**src/rtl/arbiter_5_if.sv**
```systemverilog
// Request/grant bundle between five requesters and the arbiter.
// master = requester side, slave = arbiter side.
interface arbiter_5_if;
   logic x0, x1, x2, x3, x4;
   logic y0, y1, y2, y3, y4;

   modport master (
      output x0, x1, x2, x3, x4,
      input  y0, y1, y2, y3, y4
   );

   modport slave (
      input  x0, x1, x2, x3, x4,
      output y0, y1, y2, y3, y4
   );
endinterface

```
**src/rtl/arbiter_5.sv**
```systemverilog
// Five-way round-robin mutual-exclusion arbiter; a grant is held while its request stays high.
// Latency 1 clock request->grant and release->handover; no backpressure, grants are registered one-hot.
module arbiter_5 (
   input  logic        clk,
   input  logic        rst_n,
   arbiter_5_if.slave  bus
);

   logic [4:0] req;
   logic [4:0] y_q, y_d;
   logic [2:0] p_q, p_d;
   logic       found;
   logic [3:0] idx;

   assign req = {bus.x4, bus.x3, bus.x2, bus.x1, bus.x0};

   always_comb begin
      y_d   = y_q;
      p_d   = p_q;
      found = 1'b0;
      idx   = 4'd0;
      // y_q is one-hot or zero, so any overlap means the holder is still requesting.
      if ((y_q & req) == 5'b00000) begin
         y_d = 5'b00000;
         for (int k = 1; k <= 5; k++) begin
            idx = {1'b0, p_q} + 4'(k);
            if (idx >= 4'd5) begin
               idx = idx - 4'd5;
            end
            if (!found && req[idx[2:0]]) begin
               found = 1'b1;
               y_d   = 5'b00001 << idx[2:0];
               p_d   = idx[2:0];
            end
         end
      end
   end

   always_ff @(posedge clk or negedge rst_n) begin
      if (!rst_n) begin
         y_q <= 5'b00000;
         p_q <= 3'd4;
      end else begin
         y_q <= y_d;
         p_q <= p_d;
      end
   end

   assign bus.y0 = y_q[0];
   assign bus.y1 = y_q[1];
   assign bus.y2 = y_q[2];
   assign bus.y3 = y_q[3];
   assign bus.y4 = y_q[4];

endmodule

```
**src/flat_wrapper.sv**
```systemverilog
// flat-port wrapper written by rule: the top's interface ports become plain ports
module arbiter_5_flat 
  (clk, rst_n, bus_x0, bus_x1, bus_x2, bus_x3, bus_x4, bus_y0, bus_y1, bus_y2, bus_y3, bus_y4);
  arbiter_5_if bus_i ();
  input  logic clk;
  input  logic rst_n;
  input wire logic [$bits(bus_i.x0)-1:0] bus_x0;
  input wire logic [$bits(bus_i.x1)-1:0] bus_x1;
  input wire logic [$bits(bus_i.x2)-1:0] bus_x2;
  input wire logic [$bits(bus_i.x3)-1:0] bus_x3;
  input wire logic [$bits(bus_i.x4)-1:0] bus_x4;
  output wire logic [$bits(bus_i.y0)-1:0] bus_y0;
  output wire logic [$bits(bus_i.y1)-1:0] bus_y1;
  output wire logic [$bits(bus_i.y2)-1:0] bus_y2;
  output wire logic [$bits(bus_i.y3)-1:0] bus_y3;
  output wire logic [$bits(bus_i.y4)-1:0] bus_y4;
  assign bus_i.x0 = bus_x0;
  assign bus_i.x1 = bus_x1;
  assign bus_i.x2 = bus_x2;
  assign bus_i.x3 = bus_x3;
  assign bus_i.x4 = bus_x4;
  assign bus_y0 = bus_i.y0;
  assign bus_y1 = bus_i.y1;
  assign bus_y2 = bus_i.y2;
  assign bus_y3 = bus_i.y3;
  assign bus_y4 = bus_i.y4;
  arbiter_5 u_core (.clk(clk), .rst_n(rst_n), .bus(bus_i));
endmodule
```
**config.mk**
```make
export PLATFORM = sky130hd
export DESIGN_NAME = arbiter_5_flat
export DESIGN_NICKNAME = d
export VERILOG_FILES = /design/src/rtl/arbiter_5_if.sv /design/src/rtl/arbiter_5.sv /design/src/flat_wrapper.sv
export SDC_FILE = /design/constraint.sdc
export NUM_CORES = 1
export LEC_CHECK = 0
export BUFFER_PORTS_ARGS = -buffer_cell sky130_fd_sc_hd__buf_4
export CAP_MARGIN = 10
export CORE_MARGIN = 2
export CORE_UTILIZATION = 62
export CTS_CLUSTER_DIAMETER = 60
export DETAILED_ROUTE_END_ITERATION = 6
export HOLD_SLACK_MARGIN = 0.15
export MAX_ROUTING_LAYER = met4
export PLACE_DENSITY = 0.86
export SYNTH_ARGS = -nofsm -noshare
export SYNTH_HDL_FRONTEND = slang
export SYNTH_SLANG_ARGS = --single-unit
```
**constraint.sdc**
```tcl
create_clock -name clk -period 4.5 [get_ports clk]
set_input_delay 0.675 -clock clk [delete_from_list [all_inputs] [get_ports clk]]
set_output_delay 0.675 -clock clk [all_outputs]
set_load 0.01 [all_outputs]
```
; After elaboration in Yosys (flattened, before gate mapping)
; Cells that the tools add are included.
; W data, S select, Z words.
[word_totals]
ram_bits = 0
input_bits = 7
latch_bits = 0
romBits = 0
regBits = 8
n_memories = 0
[op_classes]
mul = 0
bitwise = 1
eq_ne = 0
muxes = 38
shifts = 5
order_cmp = 10
n_reduce_logical = 11
addsub = 10
div_mod_pow = 0
[op_table]
columns = op, n
row1 = $mux W3, 15
row2 = $mux W5, 5
row3 = $shl A1 B3 Y5 const A, 5
row4 = $ge A4 B3 Y1 const B, 5
row5 = $lt A3 B4 Y1 const B, 5
row6 = $bmux W1 S3, 5
row7 = $sub A3 B3 Y3 const B, 5
row8 = $mux W1, 13
row9 = $add A3 B2 Y4 const B, 2
row10 = $add A3 B3 Y4 const B, 2
row11 = $and A5 B5 Y5, 1
row12 = $logic_not A5 Y1, 1
row13 = $reduce_bool A5 Y1, 1
row14 = $add A3 B1 Y4 const B, 1
row15 = $logic_and A1 B1 Y1, 4
row16 = $logic_not A1 Y1, 4
row17 = $reduce_and A2 Y1, 1

; Longest topological paths before layout
; Gate-level depths: netlist of the first run.
[logic_depth]
depth_word = 24
depth_mapped = 15
mapped_depth_nobuf = 13

; Worst setup path before layout of the first run
; Ideal clock, no wire load.
[synth_timing]
path_kind = register to register
startpoint = register u_core.p_q[0]
endpoint = register u_core.y_q[4]
path_buffers = 2
period_less_slack_ns = 3.326
stages_incl_launch_ff = 16
arrival_time_ns = 3.245
t_required_ns = 4.418
setup_slack_ns = 1.174
cell_sequence = dfrtp_1 > buf_6 > inv_1 > buf_2 > ha_1 > inv_1 > fa_1 > nor2_1 > a2bb2oi_1 > a31oi_1 > o2111a_1 > or2_4 > nor3_4 > nand3_4 > or2_0 > a31oi_1
[synth_via]
elab_chain_cells = 23
word_cells_on_any_way = 61
[synth_lines]
columns = element, line_no
row1 = "start, declared", arbiter_5.sv:11  ; logic [2:0] p_q, p_d;
row2 = "start signal, assigned", arbiter_5.sv:45  ; p_q <= p_d;
row3 = $add A3 B1 Y4, arbiter_5.sv:26  ; idx = {1'b0, p_q} + 4'(k);
row4 = $ge A4 B3 Y1 / $sub A3 B3 Y3 (equally long branches), "arbiter_5.sv:27, arbiter_5.sv:28"
row5 = $mux W3, arbiter_5.sv:27  ; if (idx >= 4'd5) begin
row6 = $mux W3, arbiter_5.sv:23  ; if ((y_q & req) == 5'b00000) begin
row7 = $bmux W1 S3, arbiter_5.sv:30  ; if (!found && req[idx[2:0]]) begin
row8 = $mux W1 (not written as such), arbiter_5.sv:30
row9 = $mux W1, arbiter_5.sv:30
row10 = $mux W1, arbiter_5.sv:23
row11 = [7 not listed], n/a
row12 = $mux W1, arbiter_5.sv:23
row13 = $logic_not A1 Y1, arbiter_5.sv:30
row14 = $logic_and A1 B1 Y1, arbiter_5.sv:30
row15 = $mux W1, arbiter_5.sv:30
row16 = $mux W1, arbiter_5.sv:23
row17 = $logic_not A1 Y1, arbiter_5.sv:30
row18 = $logic_and A1 B1 Y1, arbiter_5.sv:30
row19 = $mux W5 *, arbiter_5.sv:30
row20 = "end signal, assigned", arbiter_5.sv:44  ; y_q <= y_d;
row21 = "end, declared", arbiter_5.sv:10  ; logic [4:0] y_q, y_d;
; Mark *: on every way between the ends. The rest lies on a longest branch, timed or not. The select of a mux whose other input is x is not followed.
; A chain may end at the register's enable or synchronous reset.

; Worst setup path after layout of the first run
[layout_timing]
startpoint = register u_core.p_q[1]
endpoint = register u_core.p_q[2]
[layout_via]
elab_chain_cells = 24
word_cells_on_any_way = 58
[layout_lines]
columns = element, line_no
row1 = $add A3 B1 Y4, arbiter_5.sv:26
row2 = $ge A4 B3 Y1 / $sub A3 B3 Y3 (equally long branches), "arbiter_5.sv:27, arbiter_5.sv:28"
row3 = $mux W3, arbiter_5.sv:27
row4 = $mux W3, arbiter_5.sv:23
row5 = $bmux W1 S3, arbiter_5.sv:30
row6 = $mux W1 (not written as such), arbiter_5.sv:30
row7 = $mux W1, arbiter_5.sv:30
row8 = $mux W1, arbiter_5.sv:23
row9 = [8 not listed], n/a
row10 = $logic_not A1 Y1, arbiter_5.sv:30
row11 = $logic_and A1 B1 Y1, arbiter_5.sv:30
row12 = $mux W1, arbiter_5.sv:30
row13 = $mux W1, arbiter_5.sv:23
row14 = $logic_not A1 Y1, arbiter_5.sv:30
row15 = $logic_and A1 B1 Y1, arbiter_5.sv:30
row16 = $reduce_bool A5 Y1 (no source line), n/a
row17 = $reduce_and A2 Y1 (no source line), n/a
; Parallel ways exist; a longest one is shown, timed or not. The select of a mux whose other input is x is not followed.

==> impl_metrics.sql, run 1 <==
INSERT INTO impl_metrics (metric_group, metric, value, unit) VALUES
('critical_path', 'worstPathMaxFanout', '15', ''),
('floorplan', 'die_height', '60.34', 'um'),
('sta', 'min_period', '3.813', 'ns'),
('floorplan', 'fp.coreArea', '3028', 'um2'),
('critical_path', 'worst-endpoint-arrival', '3.98', 'ns'),
('grt', 'globalRoute.totalOverflow', '0', ''),
('clock_tree', 'cts.htree.levels', '1', ''),
('synth', 'synth_top_flop_cell', 'dfrtp_1', ''),
('synth', 'synth_area_leaders', 'dfrtp_1 (8.9%), ha_1 (7.6%), nor2_1 (4.6%)', ''),
('clock_tree', 'cts_resized', '0', ''),
('sta', 'count_of_final_hold_check_violations', '0', ''),
('place', 'dp_hpwl', '4.348', 'mm'),
('sta', 'max_freq', '262.3', 'MHz'),
('floorplan', 'initial_utilization', '0.6500', ''),
('critical_path', 'critPathCaptureType', 'flop', ''),
('clock_tree', 'cts_buffer_depth', '2', ''),
('sta', 'post_layout_worst_setup_margin', '0.6871', 'ns'),
('sta', 'slew_headroom', '0.6074', ''),
('status', 'outcome', 'finished clean', ''),
('route', 'route.detailed.drc', '0', ''),
('sta', 'layout_worst_path_cycle_share', '0.8473', ''),
('clock_tree', 'root_buffer', 'clkbuf_4', ''),
('grt', 'antenna_found_initial', '0', ''),
('run', 'max_cap_violations', '0', ''),
('route', 'detailedRoute.firstPassIterationCount', '5', ''),
('synth', 'post_synth_inst_count', '257', ''),
('layout', 'flow.area_growth_from_synthesis', '3.878', '%'),
('critical_path', 'rr_startpoint', 'u_core.p_q[1]', ''),
('layout', 'area_taken_by_flip_flops_and_latches', '201.4', 'um2'),
('hold_path', 'holdCritPathClass', 'input port to async pin', ''),
('sta', 'totalNegativeSetupSlack', '0', 'ns'),
('layout', 'final_common_cell', 'nor2_1', ''),
('layout', 'multiInputGateArea', '1608', 'um2'),
('floorplan', 'design.die.area', '3641', 'um2'),
('clock_tree', 'holdBufCountCts', '0', ''),
('layout', 'finalNonFillerCells', '302', ''),
('grt', 'gr-usage-all-layers', '0.3589', ''),
('route', 'route.final.wire_length', '5.943', 'mm'),
('critical_path', 'timing.critical_path.from', 'u_core.p_q[1]', ''),
('clock_tree', 'clk_latency', '0.28', 'ns'),
('layout', 'final.fill_count', '272', ''),
('clock_tree', 'cts.repair_timing.setup_buffer_count', '0', ''),
('layout', 'diodes_inserted', '0', ''),
('sta', 'max_slew.worst_pin.slew', '0.5889', 'ns'),
('sta', 'finClkSkew', '0.01516', 'ns'),
('route', 'route.antenna.remaining_nets', '0', ''),
('route', 'post_drt_via_cell_ratio', '6.944', ''),
('place', 'place.detailed.instances', '298', ''),
('layout', 'layout.core_utilization', '0.6752', ''),
('synth', 'synth_nets', '277', ''),
('grt', 'largest_net_degree_at_the_start_of_global_routing', '39', ''),
('synth', 'edff_count_synth', '0', ''),
('floorplan', 'ioPinCount', '12', ''),
('route', 'avgRoutedWirePerCell', '19.68', 'um'),
('floorplan', 'die_width', '60.34', 'um'),
('critical_path', 'worstPathRequired', '4.66', 'ns'),
('sta', 'maxSlewViolCount', '0', ''),
('sta', 'finalSetupViolations', '0', ''),
('sta', 'grt_setup_unrepaired', 'false', ''),
('critical_path', 'worstSetupStartpointType', 'flop', ''),
('synth', 'netlist.top_cell.by_area', 'dfrtp_1', ''),
('clock_tree', 'clock_sinks', '8', ''),
('route', 'iter_0_drt_violations', '283', ''),
('synth', 'cell_area_after_technology_mapping', '1968', 'um2'),
('synth', 'synth_cell_types', '74', ''),
('synth', 'yosysWarningCount', '0', ''),
('route', 'dr_total_vias', '2097', ''),
('layout', 'nNetsFinal', '279', ''),
('synth', 'ys_seq_elements', '8', ''),
('synth', 'asyncSetResetFlopFracSynth', '1.000', ''),
('clock_tree', 'cts_buffers', '3', ''),
('place', 'dp_worst_setup_slack', '0.8141', 'ns'),
('critical_path', 'setup.worst_path.class', 'flop to flop', ''),
('place', 'gp_congestion', '1.007', ''),
('clock_tree', 'tritoncts', 'yes', ''),
('synth', 'synth.top_cell.area_share', '0.08900', ''),
('place', 'number_of_buffer_cells_added_on_primary_ports', '11', ''),
('floorplan', 'placementRows', '20', ''),
('grt', 'grt_pass1_wl', '9.356', 'mm'),
('synth', 'synth-seq-area-share', '0.1024', ''),
('layout', 'most-common-layout-cells', 'nor2_1 (24), nand2_1 (22), a21oi_1 (14), buf_4 (14)', ''),
('synth', 'synth.avg_cell_area', '7.658', 'um2'),
('grt', 'grt_pass1_vias', '1869', ''),
('clock_tree', 'worst_setup_hold_path_clk_slew', '0.07', 'ns'),
('layout', 'final_layout_size_suffix_gt1_frac', '0.1705', '');
==> cell families (layout without fill, tap and decap cells) <==
group                    Yosys count  in the layout  synth area share
AND/OR/NAND/NOR                  105            105            0.2918
buffers and inverters             30             31           0.08073
AO/OA/AOI/OAI                     87             87            0.3548
multiplexers                      10             10           0.06611
XOR/XNOR                           4              4           0.01780
flip-flops                         8              8            0.1024
adder cells (fa/ha/maj)           13             13           0.08646
==> synthesized netlist by cell type, types with 5 or more instances <==
cell type   n
a21oi_1    14
a22oi_1     5
a31oi_1     8
and3_1      6
buf_2       7
dfrtp_1     7
ha_1       12
inv_1      12
mux2i_1     6
nand2_1    22
nand3_1    13
nor2_1     24
nor3_1      7
o21ai_0    13
==> path summary, 6_finish.rpt <==
check	endpoint	slack (ns)	depth (start not counted)
min in group clk	u_core.y_q[1]	0.52	2
worst min register to register	u_core.y_q[1]	0.52	2
max in group asynchronous	u_core.p_q[2]	4.07	1
worst max-delay path	u_core.p_q[2]	0.69	11
worst min-delay path	u_core.y_q[0]	0.20	1
worst max register to register	u_core.p_q[2]	0.69	11
==> per-stage QoR <==
step	hold slack, ns	instance area [um2]
detailed placement	0.4992	2018
CTS	0.2090	2044
global route	0.2137	2044
finish	0.2037	2044
global placement	0.4981	2018
floorplan	0.3794	1968
==> sequential cells by signal, indices dropped and copies added (netlist names) <==
name / count
u_core.y_q: 5
u_core.p_q: 3
==> worst max-delay path: stages (launching register included) <==
cell and delay, ns:
dfrtp_1 0.72, inv_1 0.32, ha_1 0.27, ha_1 0.41, a211o_1 0.30, o21ai_1 0.20
nand3_1 0.29, o221ai_4 0.42, or2_1 0.18, a221oi_1 0.07, a311o_1 0.28, a31oi_1 0.25
==> layout make-up <==
| class | count | share of cell area |
|---|---|---|
| Multi-Input combinational cell | 219 | 0.7864 |
| Sequential cell | 8 | 0.09853 |
| Timing Repair Buffer | 14 | 0.05141 |
| Tap cell | 44 | 0.02693 |
| Inverter | 13 | 0.02387 |
| Clock buffer | 4 | 0.01285 |
==> metal layers <==
layer	GRT usage	share of wire	wire length (um)
met5	-	0	0
met2	0.5404	0.45	2699
met1	0.4869	0.42	2485
met3	0.05970	0.097	577
met4	0.1238	0.030	180
Power of run 1 is not shown: default switching activity piles up to over one toggle a cycle in this logic, so the estimate is an artifact.
==> run 2: changes to the inputs <==
- ABC_AREA: default -> 1
- CORE_UTILIZATION: 62 -> 56
- PLACE_DENSITY: 0.86 -> 0.82
- clock period: 4.5 -> 3.4 ns (I/O delays scaled with it)
==> run 2 against run 1 <==
  * Cell count is 21% higher
  * Synthesized area is 1.8% lower
  * Synthesized cell count is 19% higher
  * Global-route usage is 8.5 points lower
  * Design area is 2.4% higher
  * Sequential share of layout area is 0.23 points lower
  * Critical path depth is 3 higher
  * Via count is 0.76% higher
  * Register-to-register slack worse by 0.36 ns
  * Critical path type unchanged
  * Worst setup slack worse by 0.36 ns
  * Die area is 8.2% higher
==> impl_metrics.sql, run 2 <==
INSERT INTO impl_metrics (metric_group, metric, value, unit) VALUES
('layout', 'flow.area_growth_from_synthesis', '8.285', '%'),
('critical_path', 'worst-endpoint-arrival', '3.26', 'ns'),
('floorplan', 'ioPinCount', '12', ''),
('grt', 'grt_pass1_vias', '1896', ''),
('sta', 'maxSlewViolCount', '0', ''),
('synth', 'synth_nets', '325', ''),
('synth', 'yosysWarningCount', '0', ''),
('place', 'gp_congestion', '0.9443', ''),
('synth', 'synth-seq-area-share', '0.1042', ''),
('floorplan', 'die_width', '62.76', 'um'),
('route', 'route.final.wire_length', '5.057', 'mm'),
('floorplan', 'placementRows', '21', ''),
('synth', 'synth-simple-area-share', '0.6149', ''),
('route', 'avgRoutedWirePerCell', '13.85', 'um'),
('synth', 'synth_area_leaders', 'nand2_1 (18%), nand3_1 (13%), dfrtp_1 (9.1%)', ''),
('place', 'dp_hpwl', '3.995', 'mm'),
('status', 'outcome', 'finished clean', ''),
('layout', 'diodes_inserted', '0', ''),
('synth', 'largest_family_of_logic_cells_by_synthesized_area', 'simple AND/OR/NAND/NOR gates', ''),
('synth', 'ys_top_cells_by_count', 'nand2_1 (93), nand3_1 (51), inv_1 (30)', ''),
('layout', 'largest_reg_flops', '5', ''),
('sta', 'count_of_final_hold_check_violations', '0', ''),
('clock_tree', 'tritoncts', 'yes', ''),
('critical_path', 'setup_slack_on_the_worst_flop_to_flop_path', '0.33', 'ns'),
('synth', 'synth.area.mux_share', '0', ''),
('sta', 'min_period', '3.071', 'ns'),
('layout', 'most-common-layout-cells', 'nand2_1 (93), nand3_1 (51), inv_1 (30)', ''),
('synth', 'cell_area_after_technology_mapping', '1933', 'um2'),
('grt', 'largest_net_degree_at_the_start_of_global_routing', '20', ''),
('sta', 'grt_setup_unrepaired', 'false', ''),
('clock_tree', 'cts_buffers', '3', ''),
('clock_tree', 'clk_latency', '0.26', 'ns'),
('sta', 'totalNegativeSetupSlack', '0', 'ns'),
('route', 'iter_0_drt_violations', '227', ''),
('floorplan', 'fp.coreArea', '3337', 'um2'),
('layout', 'nNetsFinal', '340', ''),
('grt', 'gr-usage-all-layers', '0.2743', ''),
('floorplan', 'design.die.area', '3938', 'um2'),
('layout', 'reg.largest.list', 'u_core.y_q x5, u_core.p_q x3', ''),
('route', 'detailedRoute.firstPassIterationCount', '5', ''),
('synth', 'yosys.area_share.adder', '0.08803', ''),
('synth', 'asyncSetResetFlopFracSynth', '1.000', ''),
('layout', 'final.fill_count', '329', ''),
('critical_path', 'slowest_stage_cell_crit_path', 'ha_1', ''),
('synth', 'edff_count_synth', '0', ''),
('place', 'place.detailed.instances', '360', ''),
('critical_path', 'critPathCaptureType', 'flop', ''),
('synth', 'synth_cell_types', '34', ''),
('sta', 'slew_headroom', '0.6733', ''),
('run', 'max_cap_violations', '0', ''),
('layout', 'final_layout_size_suffix_gt1_frac', '0.2226', ''),
('synth', 'synth.avg_cell_area', '6.338', 'um2'),
('grt', 'globalRoute.totalOverflow', '0', ''),
('clock_tree', 'worst_setup_hold_path_clk_slew', '0.06', 'ns'),
('synth', 'ys_seq_elements', '8', ''),
('layout', 'finalNonFillerCells', '365', ''),
('route', 'post_drt_via_cell_ratio', '5.789', ''),
('critical_path', 'setup.worst_path.class', 'flop to flop', ''),
('critical_path', 'worstSetupStartpointType', 'flop', ''),
('clock_tree', 'cts.htree.levels', '1', ''),
('grt', 'antenna_found_initial', '0', ''),
('place', 'number_of_buffer_cells_added_on_primary_ports', '11', ''),
('sta', 'finalSetupViolations', '0', ''),
('route', 'route.antenna.remaining_nets', '0', ''),
('critical_path', 'cpPeakStageDelay', '0.58', 'ns'),
('clock_tree', 'cts_buffer_depth', '2', ''),
('synth', 'post_synth_inst_count', '305', ''),
('synth', 'synth.most_common_cell', 'nand2_1', ''),
('synth', 'synth_xor_xnor_area_share', '0.01294', ''),
('critical_path', 'cp_most_frequent_cell', 'nand2_1', ''),
('sta', 'layout_worst_path_cycle_share', '0.9034', ''),
('route', 'route.detailed.drc', '0', ''),
('floorplan', 'die_height', '62.76', 'um'),
('synth', 'synth.top_cell.area_share', '0.1806', ''),
('clock_tree', 'cts_resized', '0', ''),
('route', 'dr_total_vias', '2113', ''),
('hold_path', 'holdCritPathClass', 'flop to flop', ''),
('floorplan', 'initial_utilization', '0.5793', ''),
('critical_path', 'worstPathRequired', '3.59', 'ns'),
('synth', 'synth_top_flop_cell', 'dfrtp_1', ''),
('synth', 'synth_compound_gate_area_share', '0.08932', ''),
('sta', 'max_freq', '325.6', 'MHz'),
('layout', 'final_common_cell', 'nand2_1', ''),
('critical_path', 'cells_along_the_critical_path', 'inv_1, ha_1, inv_2, nand3_1, nand2_2, nand2_1, o21ai_1, o21bai_4, nand3_2, o21ai_0, nor2_1, nand3_1, nand2_1, nand2_1', ''),
('clock_tree', 'root_buffer', 'clkbuf_4', ''),
('critical_path', 'worstPathMaxFanout', '10', ''),
('layout', 'regMostFlops', 'u_core.y_q', ''),
('grt', 'grt_pass1_wl', '8.590', 'mm'),
('sta', 'max_slew.worst_pin.slew', '0.4882', 'ns'),
('clock_tree', 'clock_sinks', '8', ''),
('sta', 'finClkSkew', '0.008370', 'ns'),
('synth', 'netlist.top_cell.by_area', 'nand2_1', '');
## run 2: area by class of cell
type	instances	area [um2]	area share
Inverter	39	151.4	0.07232
Tap cell	46	57.56	0.02750
Multi-Input combinational cell	255	1556	0.7436
Timing Repair Buffer	13	100.1	0.04782
Clock buffer	4	26.28	0.01255
Sequential cell	8	201.4	0.09623
## run 2: layer usage
layer	up-vias	share of wire	GRT usage
met4	0	0.019	0.1056
met3	15	0.077	0.01982
met5	-	0	-
met1	951	0.42	0.3539
met2	109	0.48	0.4503
li1	1038	-	-
## run 2: critical path, delay by kind of cell (launching register included)
kind / cells / cell delay, ns
adders and majority gates: 1 / 0.58
DFF: 1 / 0.55
AOI/OAI and AO/OA: 3 / 0.63
buffers and inverters: 2 / 0.42
and+or+nand+nor: 8 / 0.82
## run 2: final timing paths
check | startpoint | to | cells after the start
worst max-delay path | u_core.p_q[1] | u_core.y_q[0] | 14
worst min-delay path | u_core.y_q[2] | u_core.y_q[2] | 2
worst max register to register | u_core.p_q[1] | u_core.y_q[0] | 14
worst min register to register | u_core.y_q[2] | u_core.y_q[2] | 2
max in group asynchronous | rst_n | u_core.p_q[2] | 2
min in group asynchronous | rst_n | u_core.y_q[2] | 2
## run 2: cell families (layout without fill, tap and decap cells)
kind of cell	count (synthesis)	after routing
AND/OR/NAND/NOR	217	217
buffers and inverters	42	56
AO/OA/AOI/OAI	23	23
adder cells (fa/ha/maj)	13	13
flip-flops	8	8
XOR/XNOR	2	2
## run 2: timing repair
item / CTS / global route
buffers inserted: 0 / 0
endpoints found under the hold margin: 7 / 0
hold buffers: 1 / 0
## run 2: through the flow
step	hold WS [ns]	util	setup WS, ns	instance area (um2)
after global placement	0.3343	0.6164	0.4652	2057
after floorplan	0.2144	-	0.6494	1933
after detailed placement	0.3352	0.6164	0.4135	2057
after global routing	0.5438	0.6273	0.06247	2093
final	0.5119	0.6273	0.3286	2093
after CTS	0.5180	0.6273	0.3814	2093
Power of run 2 is left out for the same reason.
==> run 3: changes to the inputs <==
- CTS_BUF_LIST: default -> sky130_fd_sc_hd__clkbuf_8 sky130_fd_sc_hd__clkbuf_16
==> run 3 against run 2 <==
  * Critical path depth is the same
  * Via count shrank 1.1%
  * Flip-flop and latch count is the same
  * First-iteration DRC count shrank 6.6%
  * Global-route usage grew 0.27 points
==> impl_metrics.sql, run 3 (synthesis gave the netlist of run 2 again) <==
INSERT INTO impl_metrics (metric_group, metric, value, unit) VALUES
('sta', 'max_freq', '326.9', 'MHz'),
('place', 'post_dp_cell_area', '2057', 'um2'),
('layout', 'nNetsFinal', '340', ''),
('place', 'number_of_buffer_cells_added_on_primary_ports', '11', ''),
('place', 'dp_hpwl', '3.995', 'mm'),
('grt', 'gr-usage-all-layers', '0.2770', ''),
('layout', 'largest_reg_flops', '5', ''),
('sta', 'finClkSkew', '0.008681', 'ns'),
('place', 'gp_congestion', '0.9443', ''),
('layout', 'final_common_cell', 'nand2_1', ''),
('grt', 'grt_pass1_wl', '8.590', 'mm'),
('sta', 'slew_headroom', '0.6650', ''),
('clock_tree', 'cts.htree.levels', '1', ''),
('critical_path', 'worst-endpoint-arrival', '3.23', 'ns'),
('sta', 'max_slew.worst_pin.slew', '0.5006', 'ns'),
('run', 'max_cap_violations', '0', ''),
('floorplan', 'fp.coreArea', '3337', 'um2'),
('route', 'route.antenna.remaining_nets', '0', ''),
('hold_path', 'min_from', 'u_core.y_q[2]', ''),
('critical_path', 'slowest_stage_cell_crit_path', 'ha_1', ''),
('sta', 'min_period', '3.059', 'ns'),
('route', 'iter_0_drt_violations', '212', ''),
('route', 'detailedRoute.firstPassIterationCount', '4', ''),
('critical_path', 'setup.worst_path.class', 'flop to flop', ''),
('floorplan', 'design.die.area', '3938', 'um2'),
('critical_path', 'critPathCaptureType', 'flop', ''),
('critical_path', 'timing.critical_path.from', 'u_core.p_q[1]', ''),
('route', 'route.final.wire_length', '5.040', 'mm'),
('critical_path', 'worstPathRequired', '3.57', 'ns'),
('status', 'outcome', 'finished clean', ''),
('layout', 'reg.largest.list', 'u_core.y_q x5, u_core.p_q x3', ''),
('critical_path', 'worstPathMaxFanout', '10', ''),
('hold_path', 'holdCritPathClass', 'flop to flop', ''),
('critical_path', 'cells_along_the_critical_path', 'inv_1, ha_1, inv_2, nand3_1, nand2_2, nand2_1, o21ai_1, o21bai_4, nand3_2, o21ai_0, nor2_1, nand3_1, nand2_1, nand2_1', ''),
('route', 'route.detailed.drc', '0', ''),
('sta', 'count_of_final_hold_check_violations', '0', ''),
('clock_tree', 'tritoncts', 'yes', ''),
('layout', 'flow.area_growth_from_synthesis', '9.256', '%'),
('layout', 'post-route-cell-area', '2112', 'um2'),
('layout', 'final_layout_size_suffix_gt1_frac', '0.2226', ''),
('clock_tree', 'cts_buffers', '3', ''),
('clock_tree', 'cts_buffer_depth', '2', ''),
('route', 'avgRoutedWirePerCell', '13.81', 'um'),
('floorplan', 'placementRows', '21', ''),
('sta', 'finalSetupViolations', '0', ''),
('sta', 'maxSlewViolCount', '0', ''),
('critical_path', 'cpPeakStageDelay', '0.57', 'ns'),
('layout', 'regMostFlops', 'u_core.y_q', ''),
('grt', 'globalRoute.totalOverflow', '0', ''),
('critical_path', 'worst-r2r-cell-count', '14', ''),
('sta', 'totalNegativeSetupSlack', '0', 'ns'),
('critical_path', 'worstSetupStartpointType', 'flop', ''),
('clock_tree', 'worst_setup_hold_path_clk_slew', '0.05', 'ns'),
('place', 'dp_worst_setup_slack', '0.4135', 'ns'),
('clock_tree', 'cts.repair_timing.setup_buffer_count', '0', ''),
('floorplan', 'ioPinCount', '12', ''),
('sta', 'grt_setup_unrepaired', 'false', ''),
('grt', 'antenna_found_initial', '0', ''),
('critical_path', 'r2r_end', 'u_core.y_q[0]', ''),
('critical_path', 'rr_startpoint', 'u_core.p_q[1]', ''),
('floorplan', 'die_height', '62.76', 'um'),
('clock_tree', 'clock_sinks', '8', ''),
('floorplan', 'die_width', '62.76', 'um'),
('critical_path', 'endpoint', 'u_core.y_q[0]', ''),
('clock_tree', 'clk_latency', '0.24', 'ns'),
('clock_tree', 'root_buffer', 'clkbuf_8', ''),
('layout', 'most-common-layout-cells', 'nand2_1 (93), nand3_1 (51), inv_1 (31)', ''),
('sta', 'layout_worst_path_cycle_share', '0.8996', ''),
('critical_path', 'cp_most_frequent_cell', 'nand2_1', ''),
('clock_tree', 'cts_resized', '0', ''),
('sta', 'post_layout_worst_setup_margin', '0.3413', 'ns'),
('route', 'dr_total_vias', '2089', ''),
('floorplan', 'initial_utilization', '0.5793', ''),
('grt', 'largest_net_degree_at_the_start_of_global_routing', '20', ''),
('layout', 'layout.core_utilization', '0.6329', ''),
('layout', 'diodes_inserted', '0', ''),
('grt', 'grt_pass1_vias', '1893', ''),
('critical_path', 'setup_slack_on_the_worst_flop_to_flop_path', '0.34', 'ns'),
('route', 'post_drt_via_cell_ratio', '5.723', '');
## run 3: changes by cell type in the layout (fill, tap and decap cells not counted)
cell / previous run / this run
clkbuf_4: 3 / 0
clkbuf_8: 0 / 3
clkbuf_1: 1 / 0
inv_1: 30 / 31
## run 3: critical path, delay by kind of cell, from the launching register on
family | cells | cell delay (ns)
AOI/OAI and AO/OA | 3 | 0.62
and+or+nand+nor | 8 | 0.81
DFF | 1 | 0.55
buffers and inverters | 2 | 0.42
adders and majority gates | 1 | 0.57
## run 3: metal layers
layer	up-vias	share of wire	wire, um	GRT usage
met5	-	0	0	-
met4	0	0.021	108	0.1222
met3	11	0.062	311	0.02523
met2	83	0.48	2438	0.4489
met1	955	0.43	2180	0.3527
li1	1040	-	-	-
## run 3: layout make-up
cell class / count / area, um2
flip-flops and latches: 8 / 201.4
clock inverters: 1 / 3.754
clock buffers: 3 / 41.29
fillers: 328 / 1225
well taps: 46 / 57.56
multi-input cells: 255 / 1556
inverters: 39 / 151.4
repair buffers: 13 / 100.1
## run 3: timing repair
item	CTS	global route
hold endpoints to repair	7	0
endpoints found under the setup margin	0	0
hold buffers	1	0
## run 3: how the worst min path moves through the flow
stage / to / slack (ns) / cells past startpoint
2_1_floorplan: u_core.p_q[0] / 0.21 / 0
3_3_place_gp: u_core.y_q[4] / 0.33 / 1
3_5_place_dp: u_core.y_q[4] / 0.34 / 1
4_1_cts: u_core.y_q[2] / 0.51 / 2
5_1_grt: u_core.y_q[4] / 0.54 / 2
6_report: u_core.y_q[2] / 0.51 / 2
## run 3: per-stage QoR
step / std cells / hold slack (ns)
2_1_floorplan: 305 / 0.2144
3_3_place_gp: 360 / 0.3343
3_5_place_dp: 360 / 0.3352
4_1_cts: 365 / 0.5146
5_1_grt: 365 / 0.5395
6_report: 365 / 0.5142
Power of run 3 is left out for the same reason.
